--- config.mk ---
export PLATFORM = sky130hd
export DESIGN_NAME = hazard_ctrl
export DESIGN_NICKNAME = d
export VERILOG_FILES = /design/src/rtl/hazard_ctrl.sv
export SDC_FILE = /design/constraint.sdc
export NUM_CORES = 1
export LEC_CHECK = 0
export BUFFER_PORTS_ARGS = -buffer_cell sky130_fd_sc_hd__buf_4
export CORE_MARGIN = 2
export CORE_UTILIZATION = 46
export DETAILED_ROUTE_END_ITERATION = 12
export PLACE_DENSITY = 0.88
export SLEW_MARGIN = 20
export SYNTH_ARGS = -nofsm -noshare
export SYNTH_HDL_FRONTEND = slang
export SYNTH_SLANG_ARGS = --single-unit
--- constraint.sdc ---
create_clock -name clk -period 1.75 [get_ports clk]
set_input_delay 0.0875 -clock clk [delete_from_list [all_inputs] [get_ports clk]]
set_output_delay 0.0875 -clock clk [all_outputs]
set_load 0.1 [all_outputs]
--- src/rtl/hazard_ctrl.sv ---
// Purpose: pipeline hazard control: forwarding selects, D-stage stall and MD-unit busy countdown.
// Latency: forwarding selects and stall are combinational; md_busy is the registered countdown state.
// Backpressure: stall freezes PC/regD and bubbles regE; HI/LO users wait while the MD unit counts down.
//
// Ports:
//   clk, rst             clock, synchronous active-high reset
//   rsD, rtD             D-stage source registers; tuse_rs/tuse_rt give their Tuse (7 = unused)
//   md_useD              D instruction touches the MD unit (mult/div/mfhi/mflo/mthi/mtlo)
//   rsE, rtE             E-stage source registers
//   A3E/TnewE, A3M/TnewM E and M destination tags; A3W is the W destination (Tnew 0 at W)
//   rtM                  M-stage rt register (store data)
//   md_start, md_div     E instruction launches the MD unit this cycle; md_div picks div latency
//   stall, md_busy       hazard stall and MD-unit-busy flag
//   fwd_rsD/rtD/rsE/rtE  2-bit selects: 0 = regfile/pipe, 1 = E, 2 = M, 3 = W
//   fwd_rtM              1 = take W write data for the M rt operand
//   stall_cnt            only with HAZARD_STAT_EN defined: saturating count of stalled cycles
//
// Optional feature macro: HAZARD_STAT_EN

module hazard_ctrl #(
    parameter int MULT_LAT = 5,
    parameter int DIV_LAT  = 10
) (
    input  logic        clk,
    input  logic        rst,
    input  logic [4:0]  rsD,
    input  logic [4:0]  rtD,
    input  logic [2:0]  tuse_rs,
    input  logic [2:0]  tuse_rt,
    input  logic        md_useD,
    input  logic [4:0]  rsE,
    input  logic [4:0]  rtE,
    input  logic [4:0]  A3E,
    input  logic [2:0]  TnewE,
    input  logic [4:0]  rtM,
    input  logic [4:0]  A3M,
    input  logic [2:0]  TnewM,
    input  logic [4:0]  A3W,
    input  logic        md_start,
    input  logic        md_div,
    output logic        stall,
    output logic        md_busy,
`ifdef HAZARD_STAT_EN
    output logic [31:0] stall_cnt,
`endif
    output logic [1:0]  fwd_rsD,
    output logic [1:0]  fwd_rtD,
    output logic [1:0]  fwd_rsE,
    output logic [1:0]  fwd_rtE,
    output logic        fwd_rtM
);

    localparam logic [1:0] SEL_RF = 2'd0;
    localparam logic [1:0] SEL_E  = 2'd1;
    localparam logic [1:0] SEL_M  = 2'd2;
    localparam logic [1:0] SEL_W  = 2'd3;

    localparam logic [3:0] MULT_CNT = 4'(MULT_LAT);
    localparam logic [3:0] DIV_CNT  = 4'(DIV_LAT);

    // A stage can only supply a value once its result exists (Tnew == 0).
    // $zero is never a real destination, so a zero tag matches nothing.
    logic e_ready;
    logic m_ready;
    logic w_valid;

    assign e_ready = (A3E != 5'd0) && (TnewE == 3'd0);
    assign m_ready = (A3M != 5'd0) && (TnewM == 3'd0);
    assign w_valid = (A3W != 5'd0);

    // ------------------------------------------------------------------
    // Forwarding selects; the nearest producing stage wins.
    // ------------------------------------------------------------------
    always_comb begin
        fwd_rsD = SEL_RF;
        if (e_ready && (A3E == rsD))      fwd_rsD = SEL_E;
        else if (m_ready && (A3M == rsD)) fwd_rsD = SEL_M;
        else if (w_valid && (A3W == rsD)) fwd_rsD = SEL_W;
    end

    always_comb begin
        fwd_rtD = SEL_RF;
        if (e_ready && (A3E == rtD))      fwd_rtD = SEL_E;
        else if (m_ready && (A3M == rtD)) fwd_rtD = SEL_M;
        else if (w_valid && (A3W == rtD)) fwd_rtD = SEL_W;
    end

    always_comb begin
        fwd_rsE = SEL_RF;
        if (m_ready && (A3M == rsE))      fwd_rsE = SEL_M;
        else if (w_valid && (A3W == rsE)) fwd_rsE = SEL_W;
    end

    always_comb begin
        fwd_rtE = SEL_RF;
        if (m_ready && (A3M == rtE))      fwd_rtE = SEL_M;
        else if (w_valid && (A3W == rtE)) fwd_rtE = SEL_W;
    end

    assign fwd_rtM = w_valid && (A3W == rtM);

    // ------------------------------------------------------------------
    // Data stall: a later stage will write the source, but not before the
    // D instruction needs it (Tnew > Tuse). Tuse 7 can never be exceeded
    // because Tnew tops out at 3, so unused sources drop out naturally.
    // ------------------------------------------------------------------
    logic stall_rs_e;
    logic stall_rs_m;
    logic stall_rt_e;
    logic stall_rt_m;
    logic data_stall;

    assign stall_rs_e = (A3E != 5'd0) && (A3E == rsD) && (TnewE > tuse_rs);
    assign stall_rs_m = (A3M != 5'd0) && (A3M == rsD) && (TnewM > tuse_rs);
    assign stall_rt_e = (A3E != 5'd0) && (A3E == rtD) && (TnewE > tuse_rt);
    assign stall_rt_m = (A3M != 5'd0) && (A3M == rtD) && (TnewM > tuse_rt);

    assign data_stall = stall_rs_e | stall_rs_m | stall_rt_e | stall_rt_m;

    // ------------------------------------------------------------------
    // MD unit countdown. md_start covers the launch cycle itself, the
    // counter covers the remaining busy cycles.
    // ------------------------------------------------------------------
    logic [3:0] md_cnt;
    logic       md_stall;

    always_ff @(posedge clk) begin
        if (rst) begin
            md_cnt <= 4'd0;
        end else if (md_start) begin
            md_cnt <= md_div ? DIV_CNT : MULT_CNT;
        end else if (md_cnt != 4'd0) begin
            md_cnt <= md_cnt - 4'd1;
        end
    end

    assign md_busy  = (md_cnt != 4'd0);
    assign md_stall = md_useD && (md_busy || md_start);

    assign stall = data_stall || md_stall;

`ifdef HAZARD_STAT_EN
    // ------------------------------------------------------------------
    // Stall statistics: saturating count of stalled cycles.
    // ------------------------------------------------------------------
    always_ff @(posedge clk) begin
        if (rst) begin
            stall_cnt <= 32'd0;
        end else if (stall && (stall_cnt != 32'hFFFF_FFFF)) begin
            stall_cnt <= stall_cnt + 32'd1;
        end
    end
`endif

endmodule

=== After elaboration in Yosys (flattened, before gate mapping) ===
Cells that the tools add are included.

* Flip-flop bits (word level): 4
* Bits in latches: 0
* Bits in writable memories: 0
* ROM bits: 0
* Output and inout port bits: 11
* Memories kept: 0

* Add/subtract/negate cells: 1
* Multiply operators: 0
* Div/mod/pow operators: 0
* Order comparisons: 4
* Equality and inequality tests: 11
* Shift operators: 0
* Mux-type cells: 13
* Bitwise gates (word level): 3
* Reductions and logical operators: 31

{| class="wikitable"
|+ Operator list
! operator !! count
|-
| equality test 5 bit || 11
|-
| logical AND 1 bit || 22
|-
| 2-to-1 mux 2 bit || 10
|-
| nonzero test 5 bit || 3
|-
| greater-than comparator 3 bit || 4
|-
| 2-to-1 mux 4 bit || 3
|-
| logical NOT 3 bit || 2
|-
| nonzero test 4 bit || 1
|-
| subtractor 4 x 1 -> 4 bit (second input constant) || 1
|-
| bitwise OR 1 bit || 3
|-
| logical OR 1 bit || 2
|-
| nonzero test 2 bit || 1
|}

=== Longest topological paths before layout ===
Gate-level depths: netlist of the first run.

* Word-level depth: 7
* Gate-level depth with buffers: 8
* Mapped depth without buffers: 7

=== Worst setup path after synthesis of the first run ===
No wires, ideal clock.

* Path type: reg2out
* Start: reg md_cnt[0]
* End: out stall
* Data arrival time: 2.858 ns
* Data required time: 1.662 ns
* Slack: -1.196 ns
* Cell stages (with the launch flop): 7
* Path buffers: 1
* Cell sequence: dfxtp_1 inv_1 ha_1 or3b_2 clkbuf_1 o21ai_0 o2111ai_1

* Cells in the longest elaborated chain, start to end: 4

{| class="wikitable"
|+ RTL lines
! what !! line !! text
|-
| start: declaration || 124 || <nowiki>logic [3:0] md_cnt;</nowiki>
|-
| start signal: assignment || 131 || <nowiki>md_cnt <= md_div ? DIV_CNT : MULT_CNT;</nowiki>
|-
| start signal: assignment || 133 || <nowiki>md_cnt <= md_cnt - 4'd1;</nowiki>
|-
| nonzero test 4 bit || 137 || <nowiki>assign md_busy = (md_cnt != 4'd0);</nowiki>
|-
| net md_busy || 42 || <nowiki>output logic md_busy,</nowiki>
|-
| logical OR 1 bit || 138 || <nowiki>assign md_stall = md_useD && (md_busy || md_start);</nowiki>
|-
| logical AND 1 bit || 138 ||
|-
| logical OR 1 bit || 140 || <nowiki>assign stall = data_stall || md_stall;</nowiki>
|-
| end: declaration || 41 || <nowiki>output logic stall,</nowiki>
|}

The timed path passes the listed nets, and every way through them passes these cells.

=== Final worst setup path of the first run ===
* Start: reg md_cnt[1]
* End: out stall

* Cells in the longest elaborated chain, start to end: 4

{| class="wikitable"
|+ RTL lines
! what !! line
|-
| nonzero test 4 bit || 137
|-
| logical OR 1 bit || 138
|-
| logical AND 1 bit || 138
|-
| logical OR 1 bit || 140
|}

Every way passes these cells.

==> summary.md, run 1 <==
| Metric | Value |
|---|---|
| Outcome | finished clean |
| Cells after DPL | 266 |
| Sequential share of the synthesized area | 6.08% |
| Combinational share of power | 74.2% |
| Net switching power | 0.383 mW |
| Yosys warnings | 0 |
| Crit share post-route | 99.9% |
| HPWL after detailed placement | 3.29 mm |
| RePlAce Congestion | 0.825 |
| TritonCTS clock tree | built |
| Crit Path Max Fanout | 2 |
| Vias in the first global route | 1552 |
| Initial antenna violation count | 0 |
| Required time of the critical path | 1.66 ns |
| Worst Hold Slack | 0.0350 ns |
| Mapped Area | 1320 um2 |
| Internal | 0.477 mW |
| Slew headroom | 72.2% |
| Met3 wire length | 198 um |
| Switch share | 44.5% |
| Drt total wl | 3.87 mm |
| Fill cells | 214 |
| Flop pwr share | 12.8% |
| Max Transition Viols Final | 0 |
| CTS clock-pin slew for the worst setup and hold paths | 0.04 ns |
| P&R area growth vs syn | 52.2% |
| # setup viols final | 0 |
| Core area | 2730 um2 |
| Area of the multi-input gates | 1230 um2 |
| Yosys reg bits | 4 |
| CP Class | reg -> out |
| Drt drc | 0 |
| Critical path startpoint category | flip-flop |
| Unrepaired setup endpoints after global routing | yes |
| Max layer used | met4 |
| Power Dens Cells | 429 nW/um2 |
| Post-Syn Instances | 174 |
| Wire per inst | 14.1 um |
| Die Area | 3310 um2 |
| Hold Crit Class | in -> reg |
| P_leak | 0.904 nW |
| Top reg by flops | md_cnt |
| TritonRoute pass-1 iters | 4 |
| Diode count | 0 |
| Die width | 57.5 um |
| Yosys top cell area share | 19.3% |
| Final Non-Filler Cells | 275 |
| Max-Cap Viols | 0 |
| Fmax | 572 MHz |
| Vias/cell | 5.38 |
| Netlist cell types | 31 |
| Worst-Skew Late Latency | 0.23 ns |
| Crit-path cells | inv_2 -> ha_4 -> or3b_4 -> o21ai_4 -> o2111ai_4 -> buf_12 |
| Syn nets | 245 |
| Root Buffer | clkbuf_4 |
| Max Clock Skew | 0.00367 ns |
| CP max stage delay | 0.40 ns |
| Top post-synthesis cells by area | xnor2_1 (19%), xor2_1 (19%), ha_1 (13%) |
| Overall routing resource usage | 24.4% |
| M1 WL | 1.53 mm |
| First-pass GRT wire length | 6.49 mm |
| Htree depth | 1 |
| Clock share of power | 13.0% |
| Met2 Wirelength | 2.10 mm |
| FFs w/ async S/R, synth | 0% |
| Post-synth EDFFs | 0 |
| CTS sink cnt | 4 |
| Top FF cell, synth | dfxtp_1 |
| Critical path's slowest cell | or3b_4 |
| Via count | 1479 |
| Share of post-route cells with drive strength above 1 | 41.8% |
| Die Y | 57.5 um |
| Largest register FFs | 4 |
| CP top delay family | simple AND/OR/NAND/NOR gates |
| IO Pins | 68 |
| Mean Syn Cell Area | 7.57 um2 |
| Nets@finish | 317 |
| Min cycle time layout | 1.75 ns |
| Synth cell count leaders | xnor2_1 (29), xor2_1 (28), ha_1 (14), nor3_1 (14), nor2_1 (11) |
| Tot Pwr | 0.860 mW |
| DRT antenna net count | 0 |
| Most common cell in the synthesized netlist | xnor2_1 |
| Starting density of the core | 48.2% |
| CP Data Arrival Time | 1.66 ns |
| TritonCTS Buffers | 3 |
| Pin count of the biggest net entering global routing | 8 |
| Worst Setup End Kind | output pin |
| Slew @ Worst Pin | 0.414 ns |
| Iter 0 DRT Violations | 51 |
| Leading area contributor after synthesis | xnor2_1 |
| GRT Residual Overflow | 0 |
| # port buffers | 67 |
| Final Hold Viols | 0 |
| IR drop worst, VDD | 455 uV |
| Row count | 19 |
| Maximum clock path buffer count | 2 |
| Total area of sequential cells | 82.6 um2 |
| Biggest regs | md_cnt (4) |
| Critical path buffer and inverter count | 2 |
-- cells by family (layout without fill, tap and decap cells) --
family	after synthesis	in the layout	synth area share, %
buffers and inverters	19	89	7.22
and+or+nand+nor	55	55	23.0
xor gates and xnor gates	57	57	37.9
DFF	4	4	6.08
adders and majority gates	14	14	13.3
AOI/OAI and AO/OA	25	25	12.5
-- layout by cell type, fill, tap and decap left out --
cell type	n
a21oi_2	2
ha_1	13
dfxtp_2	2
a211oi_1	2
inv_1	6
o21ai_4	1
o21a_1	4
buf_6	1
nor2_4	1
nor2_2	1
o211ai_1	2
nor3_4	1
inv_2	2
xor2_1	28
buf_12	1
or3_1	1
nor2b_1	5
xnor2_1	29
a21oi_1	4
a21oi_4	2
nor4_2	1
or3b_4	1
o2111ai_4	1
o21ai_0	2
buf_4	76
nor3_1	13
a31oi_1	2
dfxtp_1	2
o22a_1	1
ha_4	1
or4_4	1
a21bo_2	2
or2_2	2
nand4_1	5
nand3_1	8
or4_1	2
nand2_1	3
nor2_1	10
clkbuf_4	3
-- layout make-up --
class	instances	area share, %
Sequential cell	4	4.12
Timing Repair Buffer	78	30.0
Multi-Input combinational cell	151	61.3
Clock buffer	3	1.12
Inverter	8	1.50
Tap cell	31	1.93
-- final timing paths --
kind	slack, ns	cells after the start	startpoint	to
worst max-delay path	0.001	6	md_cnt[1]$_SDFFE_PP0N_	stall
worst min-delay path	0.03	2	rst	md_cnt[1]$_SDFFE_PP0N_
worst max register to register	0.22	7	md_cnt[1]$_SDFFE_PP0N_	md_cnt[1]$_SDFFE_PP0N_
worst min register to register	0.59	2	md_cnt[3]$_SDFFE_PP0N_	md_cnt[3]$_SDFFE_PP0N_
-- power groups by stage --
stage	Combinational (mW)	Clock, mW	Sequential [mW]
2_1_floorplan	0.400	0	0.108
3_3_place_gp	0.574	0	0.110
3_5_place_dp	0.586	0	0.110
4_1_cts	0.625	0.120	0.110
5_1_grt	0.688	0.126	0.111
6_report	0.638	0.112	0.110
-- stage by stage --
step / setup TNS, ns / instance area (um2) / utilization (%) / setup WS (ns)
after floorplan: -0.522 / 1390 / - / -0.191
after CTS: -0.0238 / 1980 / 72.3 / -0.0238
after detailed placement: 0 / 1890 / 69.3 / 0.0345
final: 0 / 2010 / 73.4 / 0.00127
after global placement: 0 / 1890 / 69.3 / 0.0498
after global routing: -0.0604 / 2010 / 73.4 / -0.0604
-- per-layer routing --
| layer | global-route usage [%] | up-vias |
|---|---|---|
| met5 | 0 | - |
| met1 | 27.9 | 697 |
| li1 | - | 735 |
| met4 | 9.63 | 0 |
| met3 | 3.17 | 4 |
| met2 | 45.3 | 43 |
-- repair_timing --
item,CTS,global route
endpoints found under the setup margin,2,3
buffers inserted,4,2
gates resized for setup,10,3
hold buffers,0,0
pin swaps,2,2
Note: power is estimated with default switching activity, not from simulation.
==> run 2, diff against run 1 <==
--- a/config.mk
+++ b/config.mk
@@ -5,11 +5,12 @@
 export SDC_FILE = /design/constraint.sdc
 export NUM_CORES = 1
 export LEC_CHECK = 0
+export ABC_AREA = 1
 export BUFFER_PORTS_ARGS = -buffer_cell sky130_fd_sc_hd__buf_4
 export CORE_MARGIN = 2
-export CORE_UTILIZATION = 46
+export CORE_UTILIZATION = 48
 export DETAILED_ROUTE_END_ITERATION = 12
-export PLACE_DENSITY = 0.88
+export PLACE_DENSITY = 0.89
 export SLEW_MARGIN = 20
 export SYNTH_ARGS = -nofsm -noshare
 export SYNTH_HDL_FRONTEND = slang
==> run 2 against run 1 <==
Effect of this change:
- sequential cell count unchanged
- critical path depth grew 2
- maximum frequency rose by 12%
- setup slack gained 0.18 ns
- final area is 0.50% lower
- combinational power is 0.6% higher
- count of clock-buffer cells in the layout unchanged
- worst hold slack got worse by 0.014 ns
- core utilization shrank 6.9 points
- die area increased by 7.5%
- sequential power up 6%
- sequential share of layout area shrank 0.10 points
==> summary.md, run 2 <==
| Metric | Value |
|---|---|
| Share of post-route cells with drive strength above 1 | 30.8% (-11 points) |
| CP Data Arrival Time | 1.48 ns (-0.18 ns) |
| Critical path startpoint category | flip-flop |
| Starting density of the core | 49.5% (+1.3 points) |
| Top FF cell, synth | dfxtp_1 |
| Htree depth | 1 (unchanged) |
| Pin count of the biggest net entering global routing | 7 (-1) |
| Syn nets | 297 (+21%) |
| Drt total wl | 3.98 mm (+2.9%) |
| Commonest non-fill, non-tap cell in the layout | buf_4 |
| Mapped Area | 1490 um2 (+13%) |
| Vias in the first global route | 1490 (-4.0%) |
| Crit Path Max Fanout | 4 (+2) |
| Post-Syn Instances | 226 (+30%) |
| GRT Residual Overflow | 0 (unchanged) |
| Top reg by flops | md_cnt |
| Mux cell area share after synthesis | 0% (unchanged) |
| Largest register FFs | 4 (unchanged) |
| Adder-Cell Fraction of Synth Area | 11.8% (-1.5 points) |
| Die Y | 59.6 um (+3.7%) |
| Synth Area in Compound Gates | 6.07% (-6.5 points) |
| Maximum clock path buffer count | 2 (unchanged) |
| Top post-synthesis cells by area | xnor2_1 (16%), xor2_1 (16%), nand2_1 (12%) |
| TritonCTS clock tree | built |
| Cells after DPL | 316 (+19%) |
| XOR/XNOR share of the synthesized area | 31.8% (-6.0 points) |
| CTS sink cnt | 4 (unchanged) |
| Wire per inst | 12.5 um (-11%) |
| Tot Pwr | 0.876 mW (+1.8%) |
| Yosys top cell area share | 15.9% (-3.4 points) |
| HPWL after detailed placement | 3.46 mm (+5.4%) |
| Overall routing resource usage | 22.8% (-1.6 points) |
| First-pass GRT wire length | 6.28 mm (-3.2%) |
| TritonCTS Buffers | 3 (unchanged) |
| Yosys reg bits | 4 (unchanged) |
| Worst Setup End Kind | output pin |
| CTS clock-pin slew for the worst setup and hold paths | 0.04 ns (about the same) |
| RePlAce Congestion | 0.893 (+8.3%) |
| Mean Syn Cell Area | 6.57 um2 (-13%) |
| Core area | 3000 um2 (+9.8%) |
| CP Class | reg -> out |
| Crit share post-route | 89.5% (-10 points) |
| Post-synth EDFFs | 0 (unchanged) |
| Min cycle time layout | 1.57 ns (-0.183 ns) |
| # setup viols final | 0 (unchanged) |
| Commonest non-fill, non-tap cells in the layout | buf_4 (66), nand2_1 (48), xor2_1 (27), xnor2_1 (27), nor2_1 (25) |
| Largest family of logic cells by synthesized area | XOR/XNOR gates |
| IO Pins | 68 (unchanged) |
| # port buffers | 67 (unchanged) |
| Synth cell count leaders | nand2_1 (49), xnor2_1 (27), xor2_1 (27) |
| Iter 0 DRT Violations | 38 (-25%) |
| Outcome | finished clean |
| Fmax | 639 MHz (+12%) |
| Required time of the critical path | 1.66 ns (about the same) |
| Die width | 59.6 um (+3.7%) |
| Simple-Gate Fraction of Synth Area | 31.5% (+8.5 points) |
| Netlist cell types | 26 (-16%) |
| P&R area growth vs syn | 34.4% |
| Final Hold Viols | 0 (unchanged) |
| Final core occ | 66.5% (-6.9 points) |
| Setup TNS | 0 ns (unchanged) |
| Nets@finish | 359 (+13%) |
| Root Buffer | clkbuf_4 |
| Final Non-Filler Cells | 319 (+16%) |
| Via count | 1613 (+9.1%) |
| Max Clock Skew | 0.000698 ns (-0.00297 ns) |
| Most common cell in the synthesized netlist | nand2_1 |
| Power Dens Cells | 439 nW/um2 (+2.3%) |
| Max-Cap Viols | 0 (unchanged) |
| DRT antenna net count | 0 (unchanged) |
| Row count | 20 (+1) |
| Slew headroom | 81.3% (+9.1 points) |
| Slew @ Worst Pin | 0.283 ns (-0.131 ns) |
| TritonRoute pass-1 iters | 4 (unchanged) |
| IR drop worst, VDD | 459 uV (+0.70%) |
| P_leak | 1.05 nW (+16%) |
| Die Area | 3560 um2 (+7.5%) |
| Setup Buffers After CTS | 0 (-4) |
| Diode count | 0 (unchanged) |
| Yosys warnings | 0 (unchanged) |
| Vias/cell | 5.06 (-6.0%) |
| Max Transition Viols Final | 0 (unchanged) |
| Biggest regs | md_cnt (4) |
| Leading area contributor after synthesis | xnor2_1 |
| Worst-Skew Late Latency | 0.24 ns (about the same) |
| Initial antenna violation count | 0 (unchanged) |
| Unrepaired setup endpoints after global routing | no |
| Hold Crit Class | in -> reg |
| Sequential share of the synthesized area | 5.39% (-0.69 points) |
| FFs w/ async S/R, synth | 0% (unchanged) |
| Drt drc | 0 (unchanged) |
-- run 2: changes by cell type after synthesis, sizes merged, moves of 4 or more --
cell | before | now
nor2 | 12 | 27
nand2 | 3 | 49
nor2b | 5 | 1
nand3 | 8 | 12
inv | 8 | 25
-- run 2: path summary, 6_finish.rpt --
| check | startpoint | endpoint | slack (ns) | cells after the start |
|---|---|---|---|---|
| min | rst | md_cnt[1]$_SDFFE_PP0N_ | 0.02 | 2 |
| max | md_cnt[0]$_SDFFE_PP0N_ | stall | 0.18 | 8 |
| min reg2reg | md_cnt[1]$_SDFFE_PP0N_ | md_cnt[1]$_SDFFE_PP0N_ | 0.52 | 2 |
| max reg2reg | md_cnt[0]$_SDFFE_PP0N_ | md_cnt[3]$_SDFFE_PP0N_ | 0.54 | 6 |
-- run 2: metal layers --
| metal | share of wire, % | GRT usage (%) |
|---|---|---|
| met5 | 0 | 0 |
| met4 | 2.0 | 9.21 |
| met3 | 5.4 | 2.62 |
| met2 | 51 | 40.3 |
| met1 | 42 | 27.7 |
-- run 2: per-stage QoR --
step	setup WS, ns	cell area (um2)	hold WS (ns)
2_1_floorplan	0.00202	1520	0.157
3_3_place_gp	0.270	1960	0.264
3_5_place_dp	0.260	1960	0.271
4_1_cts	0.0381	1980	0.0204
5_1_grt	0.0301	2000	0.0216
6_report	0.184	2000	0.0206
-- run 2: worst max-delay path: stages, from the launching register on --
cell and delay [ns]:
dfxtp_1 0.32, inv_1 0.10, ha_1 0.17, nand2_2 0.06
nor2_2 0.13, inv_2 0.07, nand2_1 0.11, nand3_4 0.10
buf_12 0.17
-- run 2: power breakdown --
| group | internal [mW] | switching [mW] |
|---|---|---|
| clock | 0.0769 | 0.0405 |
| sequential | 0.105 | 0.0115 |
| combinational | 0.268 | 0.374 |
| total | 0.450 | 0.426 |
-- run 2: cells by family after synthesis --
family / count (synthesis)
and+or+nand+nor: 106
xor gates and xnor gates: 54
buffers and inverters: 35
adders and majority gates: 14
AOI/OAI and AO/OA: 13
DFF: 4
-- run 2: final cells by class --
class	instances	area (um2)
tap	33	41.3
sequential	4	80.1
timing repair buffer	67	515
inverter	25	93.8
fill	272	1010
clock buffer	3	22.5
multi-input combinational	187	1240
-- run 2: what timing repair did --
item                       CTS  global route
setup endpoints to repair    0             1
hold endpoints to repair     0             0
resized for setup            0             5
hold buffers                 0             0
==> run 3, diff against run 2 <==
--- a/config.mk
+++ b/config.mk
@@ -10,6 +10,7 @@
 export CORE_MARGIN = 2
 export CORE_UTILIZATION = 48
 export DETAILED_ROUTE_END_ITERATION = 12
+export GPL_TIMING_DRIVEN = 0
 export PLACE_DENSITY = 0.89
 export SLEW_MARGIN = 20
 export SYNTH_ARGS = -nofsm -noshare
==> run 3 against run 2 <==
Effect of this change:
- critical path depth unchanged
- sequential share of layout area barely moved
- largest cell class unchanged
- die area unchanged
- setup slack got worse by 0.053 ns
- sequential cell count did not move
- core utilization grew 0.71 points
- first-iteration DRC count up 97%
- clock power barely moved
- global-route usage is 1.3 points lower
- register-to-register slack worse by 0.05 ns
==> summary.md, run 3 (synthesis results as in run 2) <==
| Metric | Value |
|---|---|
| Vias in the first global route | 1458 (-2.1%) |
| Max Transition Viols Final | 0 (unchanged) |
| Starting density of the core | 49.5% (unchanged) |
| Clock share of power | 13.7% (+0.3 points) |
| RePlAce Congestion | 0.851 (-4.7%) |
| Tot Pwr | 0.868 mW (-0.86%) |
| Commonest non-fill, non-tap cells in the layout | buf_4 (58), nand2_1 (48), xor2_1 (27), xnor2_1 (27), nor2_1 (25) |
| Slew headroom | 81.4% (+0.091 points) |
| CTS clock-pin slew for the worst setup and hold paths | 0.04 ns (about the same) |
| Required time of the critical path | 1.66 ns (about the same) |
| FF-to-FF End | md_cnt[3]$_SDFFE_PP0N_ |
| CTS sink cnt | 4 (unchanged) |
| Largest register FFs | 4 (unchanged) |
| Combinational share of power | 73.0% (-0.3 points) |
| Pin count of the biggest net entering global routing | 7 (unchanged) |
| Internal | 0.450 mW (about the same) |
| Hold-fix buffer count after cts | 0 (unchanged) |
| Max-Cap Viols | 0 (unchanged) |
| Drt drc | 0 (unchanged) |
| Setup Buffers After CTS | 0 (unchanged) |
| Die width | 59.6 um (unchanged) |
| P_leak | 1.05 nW (+0.66%) |
| Htree depth | 1 (unchanged) |
| CP Class | reg -> out |
| IR drop worst, VDD | 560 uV (+22%) |
| Via count | 1572 (-2.5%) |
| Die Y | 59.6 um (unchanged) |
| Final WS setup | 0.131 ns (-0.0525 ns) |
| Max Clock Skew | 0.00138 ns (+0.000680 ns) |
| Top reg by flops | md_cnt |
| CP top delay family | buffers and inverters |
| Maximum clock path buffer count | 2 (unchanged) |
| Drt total wl | 3.70 mm (-7.1%) |
| Worst R2R Start | md_cnt[0]$_SDFFE_PP0N_ |
| TritonCTS clock tree | built |
| Critical path startpoint category | flip-flop |
| Post-CTS sizing | 0 (unchanged) |
| Switch share | 48.2% (-0.45 points) |
| Unrepaired setup endpoints after global routing | no |
| Nets@finish | 359 (unchanged) |
| Initial antenna violation count | 0 (unchanged) |
| TritonCTS Buffers | 3 (unchanged) |
| HPWL after detailed placement | 3.25 mm (-6.1%) |
| CP Data Arrival Time | 1.53 ns (+0.05 ns) |
| Root Buffer | clkbuf_4 |
| DRT antenna net count | 0 (unchanged) |
| Setup slack, reg-to-reg | 0.49 ns (-0.05 ns) |
| First-pass GRT wire length | 5.96 mm (-5.1%) |
| Core area | 3000 um2 (unchanged) |
| Crit Path Max Fanout | 4 (unchanged) |
| Vias/cell | 4.93 (-2.5%) |
| Flop pwr share | 13.3% (about the same) |
| Hold Crit Start | rst |
| Diode count | 0 (unchanged) |
| Row count | 20 (unchanged) |
| P&R area growth vs syn | 35.8% |
| Min cycle time layout | 1.62 ns (+0.0525 ns) |
| TritonRoute pass-1 iters | 4 (unchanged) |
| Worst-Skew Late Latency | 0.24 ns (about the same) |
| Overall routing resource usage | 21.5% (-1.3 points) |
| Critical path buffer and inverter count | 3 (unchanged) |
| Commonest non-fill, non-tap cell in the layout | buf_4 |
| Wire per inst | 11.6 um (-7.1%) |
| CP max stage delay | 0.34 ns (+0.02 ns) |
| # setup viols final | 0 (unchanged) |
| Worst Setup End Kind | output pin |
| Reg2reg path depth | 6 (unchanged) |
| Fmax | 618 MHz (-3.2%) |
| IO Pins | 68 (unchanged) |
| Share of post-route cells with drive strength above 1 | 30.4% (-0.35 points) |
| Critical path's slowest cell | dfxtp_1 |
| Final Hold Viols | 0 (unchanged) |
| Worst path most repeated cell | inv_1 |
| Slew @ Worst Pin | 0.282 ns (-0.00137 ns) |
| Crit share post-route | 92.5% (+3.0 points) |
| Setup TNS | 0 ns (unchanged) |
| Biggest regs | md_cnt (4) |
| Hold Crit Class | in -> reg |
| WP depth | 8 (unchanged) |
| Die Area | 3560 um2 (unchanged) |
| # port buffers | 57 (-15%) |
| Net switching power | 0.418 mW (-1.8%) |
| Hold path endpoint | md_cnt[1]$_SDFFE_PP0N_ |
| Power Dens Cells | 431 nW/um2 (-1.9%) |
| Outcome | finished clean |
| Iter 0 DRT Violations | 75 (+97%) |
| Dpl ws | 0.265 ns (+0.00489 ns) |
| Hold Path Depth | 2 (unchanged) |
| GRT Residual Overflow | 0 (unchanged) |
| Crit-path cells | inv_1 -> ha_1 -> nand2_2 -> nor2_2 -> inv_1 -> nand2_1 -> nand3_4 -> buf_6 |
==> run 3: cell count changes in the layout (fill, tap and decap cells not counted) <==
cell	previous run	this run
inv_2	3	2
inv_1	22	23
buf_12	1	0
buf_6	0	9
buf_4	66	58
==> run 3: per-layer routing <==
layer  wire (um)  GRT usage [%]
met5           0              0
met4          14           4.76
met3         204           3.28
met2        1870           38.6
met1        1610           26.9
==> run 3: worst reg2reg max path, cell delays in order, from the launching register on <==
cell and delay [ns]:
dfxtp_1 0.34, inv_1 0.08, ha_1 0.21, nand2_2 0.09, nor2_2 0.05, or2_1 0.24
a211oi_2 0.17
==> run 3: cell type report <==
cell class,instances,area (um2)
multi-input cells,187,1240
fillers,265,986
repair buffers,57,432
plain buffers,10,105
inverters,25,93.8
flip-flops and latches,4,80.1
well taps,33,41.3
clock buffers,3,22.5
==> run 3: metrics by stage <==
step                hold slack [ns]  area (um2)  util [%]  instances
floorplan                     0.157        1520         -        226
global placement              0.265        1990      66.2        316
detailed placement            0.265        1990      66.2        316
CTS                          0.0112        2010      67.0        319
global route                 0.0204        2020      67.2        319
finish                       0.0153        2020      67.2        319
==> run 3: worst max path at each step <==
stage,start,end
6_report,md_cnt[0]$_SDFFE_PP0N_,stall
4_1_cts,md_cnt[0]$_SDFFE_PP0N_,stall
3_3_place_gp,tuse_rs[2],stall
3_5_place_dp,tuse_rs[2],stall
2_1_floorplan,A3W[2],fwd_rtM
5_1_grt,md_cnt[0]$_SDFFE_PP0N_,stall
==> run 3: power by group through the flow <==
stage                     sequential (mW)  combinational, mW  clock [mW]
after global routing                0.116              0.690       0.130
after global placement              0.117              0.613           0
after floorplan                     0.114              0.440           0
final                               0.115              0.634       0.119
after CTS                           0.115              0.631       0.124
after detailed placement            0.117              0.628           0
